`src/rtl/dilithium_pkg.sv`:
```
// Shared constants for the t1 pack/unpack path: ring size, coefficient width
// and packed polynomial size, plus bit-buffer sizing used by the unpacker.
package dilithium_pkg;
  localparam int N                  = 256;
  localparam int T1_BITS            = 10;
  localparam int POLYT1_PACKEDBYTES = 320;

  localparam int BBUF_W = 16;
  localparam int CNT_W  = 5;

  typedef logic [T1_BITS-1:0] t1_coef_t;
  typedef logic [CNT_W-1:0]   bbuf_cnt_t;

  // Index width for a K-entry counter; never narrower than one bit.
  function automatic int poly_w(input int k);
    return (k > 1) ? $clog2(k) : 1;
  endfunction
endpackage

```
`src/rtl/polyt1_unpack_stream_bitbuf.sv`:
```
// 16-bit LSB-first bit buffer: pushes whole bytes at the fill point and pops
// 10-bit coefficients from the bottom. Knows nothing about frames.
module t1_bitbuf
  import dilithium_pkg::*;
(
  input  logic       clk,
  input  logic       rst,
  input  logic       i_push,
  input  logic [7:0] i_byte,
  input  logic       i_pop,
  output logic       o_can_push,
  output logic       o_can_pop,
  output t1_coef_t   o_coef
);

  logic [BBUF_W-1:0] r_bbuf;
  bbuf_cnt_t         r_cnt;
  logic [BBUF_W-1:0] w_push_bits;

  // Bits at and above r_cnt are always zero, so OR-ing the byte in is enough.
  assign w_push_bits = BBUF_W'(i_byte) << r_cnt;

  assign o_can_push = (r_cnt <= CNT_W'(BBUF_W - 8));
  assign o_can_pop  = (r_cnt >= CNT_W'(T1_BITS));
  assign o_coef     = r_bbuf[T1_BITS-1:0];

  always_ff @(posedge clk) begin
    if (rst) begin
      r_bbuf <= '0;
      r_cnt  <= '0;
    end else if (i_pop && o_can_pop) begin
      r_bbuf <= r_bbuf >> T1_BITS;
      r_cnt  <= r_cnt - CNT_W'(T1_BITS);
    end else if (i_push && o_can_push) begin
      r_bbuf <= r_bbuf | w_push_bits;
      r_cnt  <= r_cnt + CNT_W'(8);
    end
  end

endmodule

```
`src/rtl/polyt1_unpack_stream.sv`:
```
// Streaming t1 unpacker: one packed byte in, one zero-extended 10-bit
// coefficient out per handshake, K polynomials of 256 coefficients per frame.
module polyt1_unpack_stream
  import dilithium_pkg::*;
#(
  parameter int K  = 4,
  parameter int CW = 32
) (
  input  logic                  clk,
  input  logic                  rst,
  input  logic [7:0]            in_data,
  input  logic                  in_valid,
  output logic                  in_ready,
  output logic [CW-1:0]         out_data,
  output logic                  out_valid,
  input  logic                  out_ready,
  output logic                  out_last,
  output logic [poly_w(K)-1:0]  out_poly,
  output logic                  done
);

  localparam int             PW        = poly_w(K);
  localparam logic [PW-1:0]  LAST_POLY = PW'(K - 1);
  localparam logic [7:0]     LAST_CIDX = 8'(N - 1);

  logic     w_can_push;
  logic     w_can_pop;
  logic     w_pop;
  t1_coef_t w_coef;

  logic [7:0]    r_cidx;
  logic [PW-1:0] r_poly;
  logic          r_done;

  t1_bitbuf u_bitbuf (
    .clk        (clk),
    .rst        (rst),
    .i_push     (in_valid),
    .i_byte     (in_data),
    .i_pop      (out_ready),
    .o_can_push (w_can_push),
    .o_can_pop  (w_can_pop),
    .o_coef     (w_coef)
  );

  assign w_pop = w_can_pop && out_ready;

  // 320 bytes carry exactly 256 coefficients, so the buffer is empty at every
  // polynomial boundary and only the counters need to track frame position.
  always_ff @(posedge clk) begin
    if (rst) begin
      r_cidx <= '0;
      r_poly <= '0;
      r_done <= 1'b0;
    end else begin
      r_done <= 1'b0;
      if (w_pop) begin
        r_cidx <= r_cidx + 8'd1;
        if (r_cidx == LAST_CIDX) begin
          if (r_poly == LAST_POLY) begin
            r_poly <= '0;
            r_done <= 1'b1;
          end else begin
            r_poly <= r_poly + PW'(1);
          end
        end
      end
    end
  end

  assign in_ready  = w_can_push;
  assign out_valid = w_can_pop;
  assign out_data  = CW'(w_coef);
  assign out_last  = w_can_pop && (r_cidx == LAST_CIDX);
  assign out_poly  = r_poly;
  assign done      = r_done;

endmodule
```
`config.mk`:
```
export PLATFORM = sky130hd
export DESIGN_NAME = polyt1_unpack_stream
export DESIGN_NICKNAME = d
export VERILOG_FILES = /design/src/rtl/dilithium_pkg.sv /design/src/rtl/polyt1_unpack_stream_bitbuf.sv /design/src/rtl/polyt1_unpack_stream.sv
export SDC_FILE = /design/constraint.sdc
export NUM_CORES = 1
export LEC_CHECK = 0
export BUFFER_PORTS_ARGS = -buffer_cell sky130_fd_sc_hd__clkbuf_2
export CAP_MARGIN = 20
export CORE_MARGIN = 2
export CORE_UTILIZATION = 56
export CTS_CLUSTER_DIAMETER = 30
export DETAILED_ROUTE_END_ITERATION = 8
export HOLD_SLACK_MARGIN = 0.15
export PLACE_DENSITY = 0.84
export SLEW_MARGIN = 15
export SYNTH_ARGS = -nofsm -noshare
export SYNTH_HDL_FRONTEND = slang
export SYNTH_HIERARCHICAL = 1
export SYNTH_SLANG_ARGS = --single-unit
```
`constraint.sdc`:
```
create_clock -name clk -period 4.3 [get_ports clk]
set_clock_uncertainty 0.2 [all_clocks]
set_input_delay 0.215 -clock clk [delete_from_list [all_inputs] [get_ports clk]]
set_output_delay 0.215 -clock clk [all_outputs]
set_load 0.005 [all_outputs]
```
==> impl_results.md, run 1 <==
- Run status: finished clean
- Avg Synthesized Cell Area: 8.55 um^2
- Detail-routed via count per cell: 5.34
- Register area: between 600 and 700 um^2
- Share of power burned in the clock network: 0.246
- Maximum vdd drop: 0.214 mV
- Hold WC Path Type: in -> reg
- Most used flip-flop cell after synthesis: sky130_fd_sc_hd__dfxtp_1
- Area of the die: 3760 um^2
- Logic gate share of total power: 0.260
- Power share of the sequential group: 0.494
- Top-Level Pins: 50
- Buf/Inv on CP: 3
- Area overhead of the layout relative to synthesis: 5.31%
- Level count of the clock H-tree: 2
- Aggregate negative setup slack: 0 ns
- Internal power: 0.475 mW
- Wire length of the first global-routing pass: 5.53 mm
- Vias in the first global route: ~1300
- Post-synthesis instance total: 215
- Global Route met1 Usage: 0.243
- Number of fill cells in the layout: around 290
- Post-route DRC: 0
- Worst setup path category: reg -> out
- Ratio of cells with drive above 1 in the final layout: 0.197
- P_leak: 0.801 nW
- Most Crowded Layer GR: met2
- Maximum clock rate: between 300 and 400 MHz
- Switching component of the power: between 0.2 and 0.25 mW
- Core region area: 3080 um^2
- Sequential fraction of the synthesis area: 0.337
- Type of destination of the critical path: primary output
- Post-layout instance count excluding filler cells: 278
- Total CTS buffers: 5
- Critical path's slowest cell: sky130_fd_sc_hd__dfxtp_1
- Cell total after placement: 265
- GR Util met2: 0.339
- Crit path required time: 3.88 ns
- Pre-antenna DRT Iters: 4
- Port buffer count: 27
- Post-synth EDFFs: 0
- Arrival time of the worst setup path: 2.24 ns
- Ant. Diodes: 0
- Site row count: 20
- CTS root buffer: sky130_fd_sc_hd__clkbuf_4
- HPWL after DPL: 2.47 mm
- Sort of element at the start of the critical path: flip-flop
- Seq cells post-synth: 31
- Tcrit/Tclk final: 0.617
- Ys Warns: 6
- Maximum number of buffers from clock root to sink: 2
- Final Routed Wirelength: roughly 3.4 mm
- Overall routing resource usage: 0.200
- Die Y-Extent: around 61 um
- Antenna violations before repair: 0
- Area used by multi-input combinational logic: 983 um^2
- Transition at the pin with the smallest max-transition slack: ~0.68 ns
- Synth cell types: 40
- Final Power: between 0.6 and 0.7 mW
- Setup repair bufs after CTS: 0
- Final hold violations: 0
- Drt wl/cell: 12.2 um
- Final global-route overflow total: 0
- Met3 track demand over resource: 0.0504
- CTS sink count: 31
- Clock transition at the registers of the reported paths: ~0.090 ns
- Max-capacitance violation count: 0
- Global placement routability congestion: 0.916
- Biggest fanout along the worst timing path: 17
- Kind of cell adding the most delay to the critical path: flip-flops
- Iter 0 DRT Violations: 136
- Remaining number of nets flagged by the antenna check after routing: 0
- Minimum clock period after layout: around 2.7 ns
- # nets final: 251
- Final number of max-transition violations: 0
- Via count of the routed design: 1484
- Synth async-reset ratio: 0
- Final number of setup-violating endpoints: 0
- Cell repeated most along the worst path: sky130_fd_sc_hd__inv_1
- Post-Syn Area: 1840 um^2
- Maximum number of pins on one net before global-route repair: 26
- Die boundary width: 61.3 um
- Starting utilization of the core area: 0.598
- Stage delay of the slowest cell on the critical path: 0.77 ns
- Switching fraction of total power: 0.316
- Setup repair after global routing missed its margin: no
- Power density over the cells: 358 nW/um^2
- CP cell instances: inv_1, ha_1, inv_1, o21ai_0, nand2_1, nand4_1, nor2_1, clkbuf_2
- Slew HR: 0.548
- Clock insertion delay at the later pin of the skew report: approximately 0.32 ns
- TritonCTS clock tree: done
-- power by group through the flow --
stage / registers, mW / clock network, mW / logic (mW)
6_report: 0.343 / 0.170 / 0.180
5_1_grt: 0.347 / 0.193 / 0.204
4_1_cts: 0.342 / 0.177 / 0.181
3_5_place_dp: 0.349 / 0 / 0.175
3_3_place_gp: 0.348 / 0 / 0.173
2_1_floorplan: 0.337 / 0 / 0.174
-- repair_timing --
item,4_1_cts,5_1_grt
hold buffers,6,0
setup endpoints to repair,0,0
gates resized for setup,0,0
hold endpoints to repair,11,0
-- cell type report --
type	instances	area share
inverter	7	0.0136
sequential	31	0.320
multi-input combinational	156	0.508
clock inverter	1	0.00258
clock buffer	6	0.0265
timing repair buffer	33	0.101
tap	44	0.0284
-- flip-flops by register name, indices dropped and copies added, names as in the netlist --
signal / cells
u_bitbuf/r_bbuf: 16
u_bitbuf/r_cnt: 4
r_cidx: 8
out_poly: 2
done: 1
-- synthesized netlist by cell type (4+ instances only) --
master / number / area, um^2
sky130_fd_sc_hd__nor3_1: 6 / 30.0
sky130_fd_sc_hd__inv_1: 7 / 26.3
sky130_fd_sc_hd__buf_4: 33 / 248
sky130_fd_sc_hd__nor2b_1: 4 / 25.0
sky130_fd_sc_hd__ha_1: 5 / 62.6
sky130_fd_sc_hd__mux2_2: 4 / 45.0
sky130_fd_sc_hd__nor2_1: 20 / 75.1
sky130_fd_sc_hd__or3_1: 4 / 25.0
sky130_fd_sc_hd__or3b_1: 4 / 35.0
sky130_fd_sc_hd__clkbuf_1: 4 / 15.0
sky130_fd_sc_hd__a21oi_1: 22 / 110
sky130_fd_sc_hd__mux2i_1: 10 / 100
sky130_fd_sc_hd__o21ai_0: 5 / 25.0
sky130_fd_sc_hd__nand4_1: 4 / 25.0
sky130_fd_sc_hd__a31oi_1: 6 / 37.5
sky130_fd_sc_hd__buf_2: 5 / 25.0
sky130_fd_sc_hd__nand2_1: 7 / 26.3
sky130_fd_sc_hd__dfxtp_1: 31 / 621
-- cell families after synthesis --
logic type | count (synthesis) | synth area share
buf+inv | 49 | 0.171
xor+xnor | 3 | 0.0143
flops | 31 | 0.337
compound gates | 49 | 0.167
fa+ha+maj | 5 | 0.0340
other cells | 1 | 0.00204
mux | 14 | 0.0789
simple gates | 63 | 0.195
-- routing by layer --
layer	part of all wire	wire [um]
met5	0	0
met4	0.010	35
met3	0.059	202
met2	0.48	1650
met1	0.45	1510
-- worst paths after layout --
| check | endpoint | slack (ns) | startpoint | depth (start not counted) |
|---|---|---|---|---|
| worst max-delay path | out_last | 1.65 | u_bitbuf/r_cnt[1] | 8 |
| worst min-delay path | u_bitbuf/r_bbuf[10] | 0.18 | in_data[4] | 4 |
| worst max register to register | out_poly[0] | 1.68 | u_bitbuf/r_cnt[1] | 8 |
| worst min register to register | u_bitbuf/r_bbuf[15] | 0.27 | u_bitbuf/r_bbuf[15] | 2 |
-- tightest hold or removal path, cell delays in order --
cell and delay, ns:
sky130_fd_sc_hd__clkbuf_2 0.10, sky130_fd_sc_hd__mux2_2 0.15, sky130_fd_sc_hd__a31oi_1 0.08, sky130_fd_sc_hd__a21oi_1 0.12
-- cells in the final DEF (no fill, tap or decap), types with 4 or more instances in the layout --
master                           n
sky130_fd_sc_hd__clkbuf_4        5
sky130_fd_sc_hd__mux2_2          4
sky130_fd_sc_hd__conb_1         22
sky130_fd_sc_hd__inv_1           7
sky130_fd_sc_hd__or3b_1          4
sky130_fd_sc_hd__mux2i_1        10
sky130_fd_sc_hd__nor3_1          6
sky130_fd_sc_hd__ha_1            5
sky130_fd_sc_hd__dlygate4sd3_1   6
sky130_fd_sc_hd__clkbuf_2       27
sky130_fd_sc_hd__nand4_1         4
sky130_fd_sc_hd__a21oi_1        22
sky130_fd_sc_hd__nand2_1         7
sky130_fd_sc_hd__or3_1           4
sky130_fd_sc_hd__nor2_1         20
sky130_fd_sc_hd__dfxtp_1        31
sky130_fd_sc_hd__a31oi_1         6
sky130_fd_sc_hd__o21ai_0         5
sky130_fd_sc_hd__nor2b_1         4
-- metrics by stage --
stage          hold slack, ns   util  cell area (um^2)  setup WS [ns]
6_report                0.181  0.629              1940           1.65
5_1_grt                 0.177  0.629              1940           1.42
4_1_cts                 0.164  0.629              1940           1.67
3_5_place_dp            0.257  0.591              1820           1.73
3_3_place_gp            0.255  0.591              1820           1.81
2_1_floorplan           0.141      -              1920           1.92
(Power assumes the default switching activity.)
==> inputs of run 2 (changes only) <==
--- a/config.mk
+++ b/config.mk
@@ -8,11 +8,11 @@
 export BUFFER_PORTS_ARGS = -buffer_cell sky130_fd_sc_hd__clkbuf_2
 export CAP_MARGIN = 20
 export CORE_MARGIN = 2
-export CORE_UTILIZATION = 56
+export CORE_UTILIZATION = 52
 export CTS_CLUSTER_DIAMETER = 30
 export DETAILED_ROUTE_END_ITERATION = 8
 export HOLD_SLACK_MARGIN = 0.15
-export PLACE_DENSITY = 0.84
+export PLACE_DENSITY = 0.79
 export SLEW_MARGIN = 15
 export SYNTH_ARGS = -nofsm -noshare
 export SYNTH_HDL_FRONTEND = slang
==> constraint.sdc (replaced) <==
create_clock -name clk -period 2.67 [get_ports clk]
set_clock_uncertainty 0.2 [all_clocks]
set_input_delay 0.1335 -clock clk [delete_from_list [all_inputs] [get_ports clk]]
set_output_delay 0.1335 -clock clk [all_outputs]
set_load 0.005 [all_outputs]
==> impl_results.md, run 2 (same netlist as run 1, synthesis figures left out) <==
- Type of destination of the critical path: flip-flop
- Aggregate negative setup slack: 0 ns
- Leading cell types in the layout, fill and taps excluded: sky130_fd_sc_hd__dfxtp_1 (31), sky130_fd_sc_hd__clkbuf_2 (27), sky130_fd_sc_hd__a21oi_1 (22), sky130_fd_sc_hd__conb_1 (22), sky130_fd_sc_hd__nor2_1 (20)
- CP cell instances: inv_1, ha_1, nand2b_2, and4_4, or3b_1, a21oi_1, dlygate4sd3_1
- Tcrit/Tclk final: 0.954
- Final Routed Wirelength: 3.56 mm
- Slew HR: 0.659
- Maximum clock rate: 393 MHz
- Switching fraction of total power: 0.320
- Kind of cell adding the most delay to the critical path: simple AND/OR/NAND/NOR gates
- Maximum vdd drop: 0.340 mV
- Detail-routed via count per cell: 5.30
- Commonest non-fill, non-tap cell in the layout: sky130_fd_sc_hd__dfxtp_1
- Run status: finished clean
- Final hold violations: 0
- Site row count: 21
- Ratio of cells with drive above 1 in the final layout: 0.206
- Setup repair after global routing missed its margin: no
- Post-route DRC: 0
- Sort of element at the start of the critical path: flip-flop
- Buf/Inv on CP: 2
- Global placement routability congestion: 0.788
- Post-Place Cell Area: 1840 um^2
- Setup repair bufs after CTS: 0
- Arrival time of the worst setup path: ~2.6 ns
- Starting utilization of the core area: 0.547
- Core region area: ~3400 um^2
- Critical path's slowest cell: sky130_fd_sc_hd__dlygate4sd3_1
- Internal power: 0.754 mW
- Final number of setup-violating endpoints: 0
- HPWL after DPL: between 2 and 3 mm
- Clock transition at the registers of the reported paths: 0.09 ns
- Area of the die: a little over 4000 um^2
- Hold WC Path Type: in -> reg
- P_leak: ~0.85 nW
- Final core occ: 0.603
- Overall routing resource usage: 0.184
- Ant. Diodes: 0
- Drt wl/cell: 12.3 um
- Final number of max-transition violations: 0
- # nets final: 261
- Maximum number of buffers from clock root to sink: 2
- Number of fill cells in the layout: 325
- Port buffer count: 27
- Minimum clock period after layout: between 2 and 3 ns
- Final global-route overflow total: 0
- Transition at the pin with the smallest max-transition slack: roughly 0.51 ns
- Area overhead of the layout relative to synthesis: 10.3%
- Final Power: 1.11 mW
- Antenna violations before repair: 0
- Top-Level Pins: 50
- Logic gate share of total power: 0.292
- Max-capacitance violation count: 0
- Post-route design area: around 2000 um^2
- Via count of the routed design: ~1500
- Stage delay of the slowest cell on the critical path: between 0.5 and 0.6 ns
- TritonCTS clock tree: done
- Power density over the cells: 547 nW/um^2
- Crit path required time: 2.75 ns
- Pre-antenna DRT Iters: 4
- Maximum number of pins on one net before global-route repair: 26
- Share of power burned in the clock network: 0.218
- Wire length of the first global-routing pass: about 6 mm
- Total CTS buffers: 5
- Level count of the clock H-tree: 2
- Remaining number of nets flagged by the antenna check after routing: 0
- Biggest fanout along the worst timing path: 8
- Iter 0 DRT Violations: 78
- Die boundary width: 63.5 um
- CTS sink count: 31
- Switching component of the power: 0.355 mW
- Vias in the first global route: 1405
- Worst setup path category: reg -> reg
- Largest registers: u_bitbuf/r_bbuf: 16 flops, r_cidx: 8 flops, u_bitbuf/r_cnt: 4 flops
- Power share of the sequential group: 0.490
- Most flop-heavy register: u_bitbuf/r_bbuf
- CTS root buffer: sky130_fd_sc_hd__clkbuf_4
- Max FFs per register: 16
- Die Y-Extent: 63.5 um
- Clock insertion delay at the later pin of the skew report: 0.33 ns
[run 2: cell count changes in the layout (fill, tap and decap cells not counted)]
cell and change:
sky130_fd_sc_hd__a21o_1 -1, sky130_fd_sc_hd__a21o_2 +1, sky130_fd_sc_hd__and4_1 -1, sky130_fd_sc_hd__and4_4 +1
sky130_fd_sc_hd__buf_4 +2, sky130_fd_sc_hd__clkbuf_1 +1, sky130_fd_sc_hd__clkbuf_8 -1, sky130_fd_sc_hd__clkinv_2 -1
sky130_fd_sc_hd__dlygate4sd3_1 +8, sky130_fd_sc_hd__ha_1 -1, sky130_fd_sc_hd__ha_2 +1, sky130_fd_sc_hd__nand2b_1 -1
sky130_fd_sc_hd__nand2b_2 +1
[run 2: final cells by class]
| class | count | area [um^2] | area share |
|---|---|---|---|
| Multi-Input combinational cell | 156 | 992 | 0.489 |
| Sequential cell | 31 | 621 | 0.306 |
| Timing Repair Buffer | 43 | 290 | 0.143 |
| Tap cell | 46 | 57.6 | 0.0284 |
| Clock buffer | 6 | 41.3 | 0.0204 |
| Inverter | 7 | 26.3 | 0.0130 |
[run 2: what timing repair did]
action                                  4_1_cts  5_1_grt
hold buffers                                 14        0
endpoints found under the setup margin        0        5
gates resized for setup                       0        5
hold endpoints to repair                     28        0
[run 2: power by group through the flow]
stage,clock (mW),combinational (mW),sequential (mW)
2_1_floorplan,0,0.280,0.543
3_3_place_gp,0,0.293,0.553
3_5_place_dp,0,0.297,0.554
4_1_cts,0.250,0.319,0.543
5_1_grt,0.272,0.364,0.550
6_report,0.242,0.324,0.544
[run 2: path summary, 6_finish.rpt]
| kind | from | to | slack [ns] | cells past startpoint |
|---|---|---|---|---|
| worst min register to register | r_cidx[1] | r_cidx[1] | 0.28 | 2 |
| worst max-delay path | u_bitbuf/r_cnt[4] | u_bitbuf/r_bbuf[11] | 0.12 | 7 |
| worst max register to register | u_bitbuf/r_cnt[4] | u_bitbuf/r_bbuf[11] | 0.12 | 7 |
| worst min-delay path | in_data[2] | u_bitbuf/r_bbuf[10] | 0.18 | 4 |
[run 2: worst reg2reg max path: cells and delay by family, from the launching register on]
family                   cells  cell delay [ns]
adder cells (fa/ha/maj)      1             0.27
AO/OA/AOI/OAI                1             0.12
AND/OR/NAND/NOR              3             0.77
buffers and inverters        2             0.70
flip-flops                   1             0.43
[run 2: routing by layer]
| metal | global-route usage | routed length [um] |
|---|---|---|
| met5 | 0 | 0 |
| met4 | 0.0951 | 23 |
| met3 | 0.0482 | 176 |
| met1 | 0.220 | 1580 |
| met2 | 0.303 | 1780 |
[run 2: metrics by stage]
step | std cells | hold WS, ns | worst slack [ns]
floorplan | 236 | 0.0599 | 0.295
global placement | 269 | 0.249 | 0.483
detailed placement | 269 | 0.249 | 0.420
CTS | 289 | 0.156 | 0.0480
global route | 289 | 0.182 | 0.00662
finish | 289 | 0.179 | 0.123
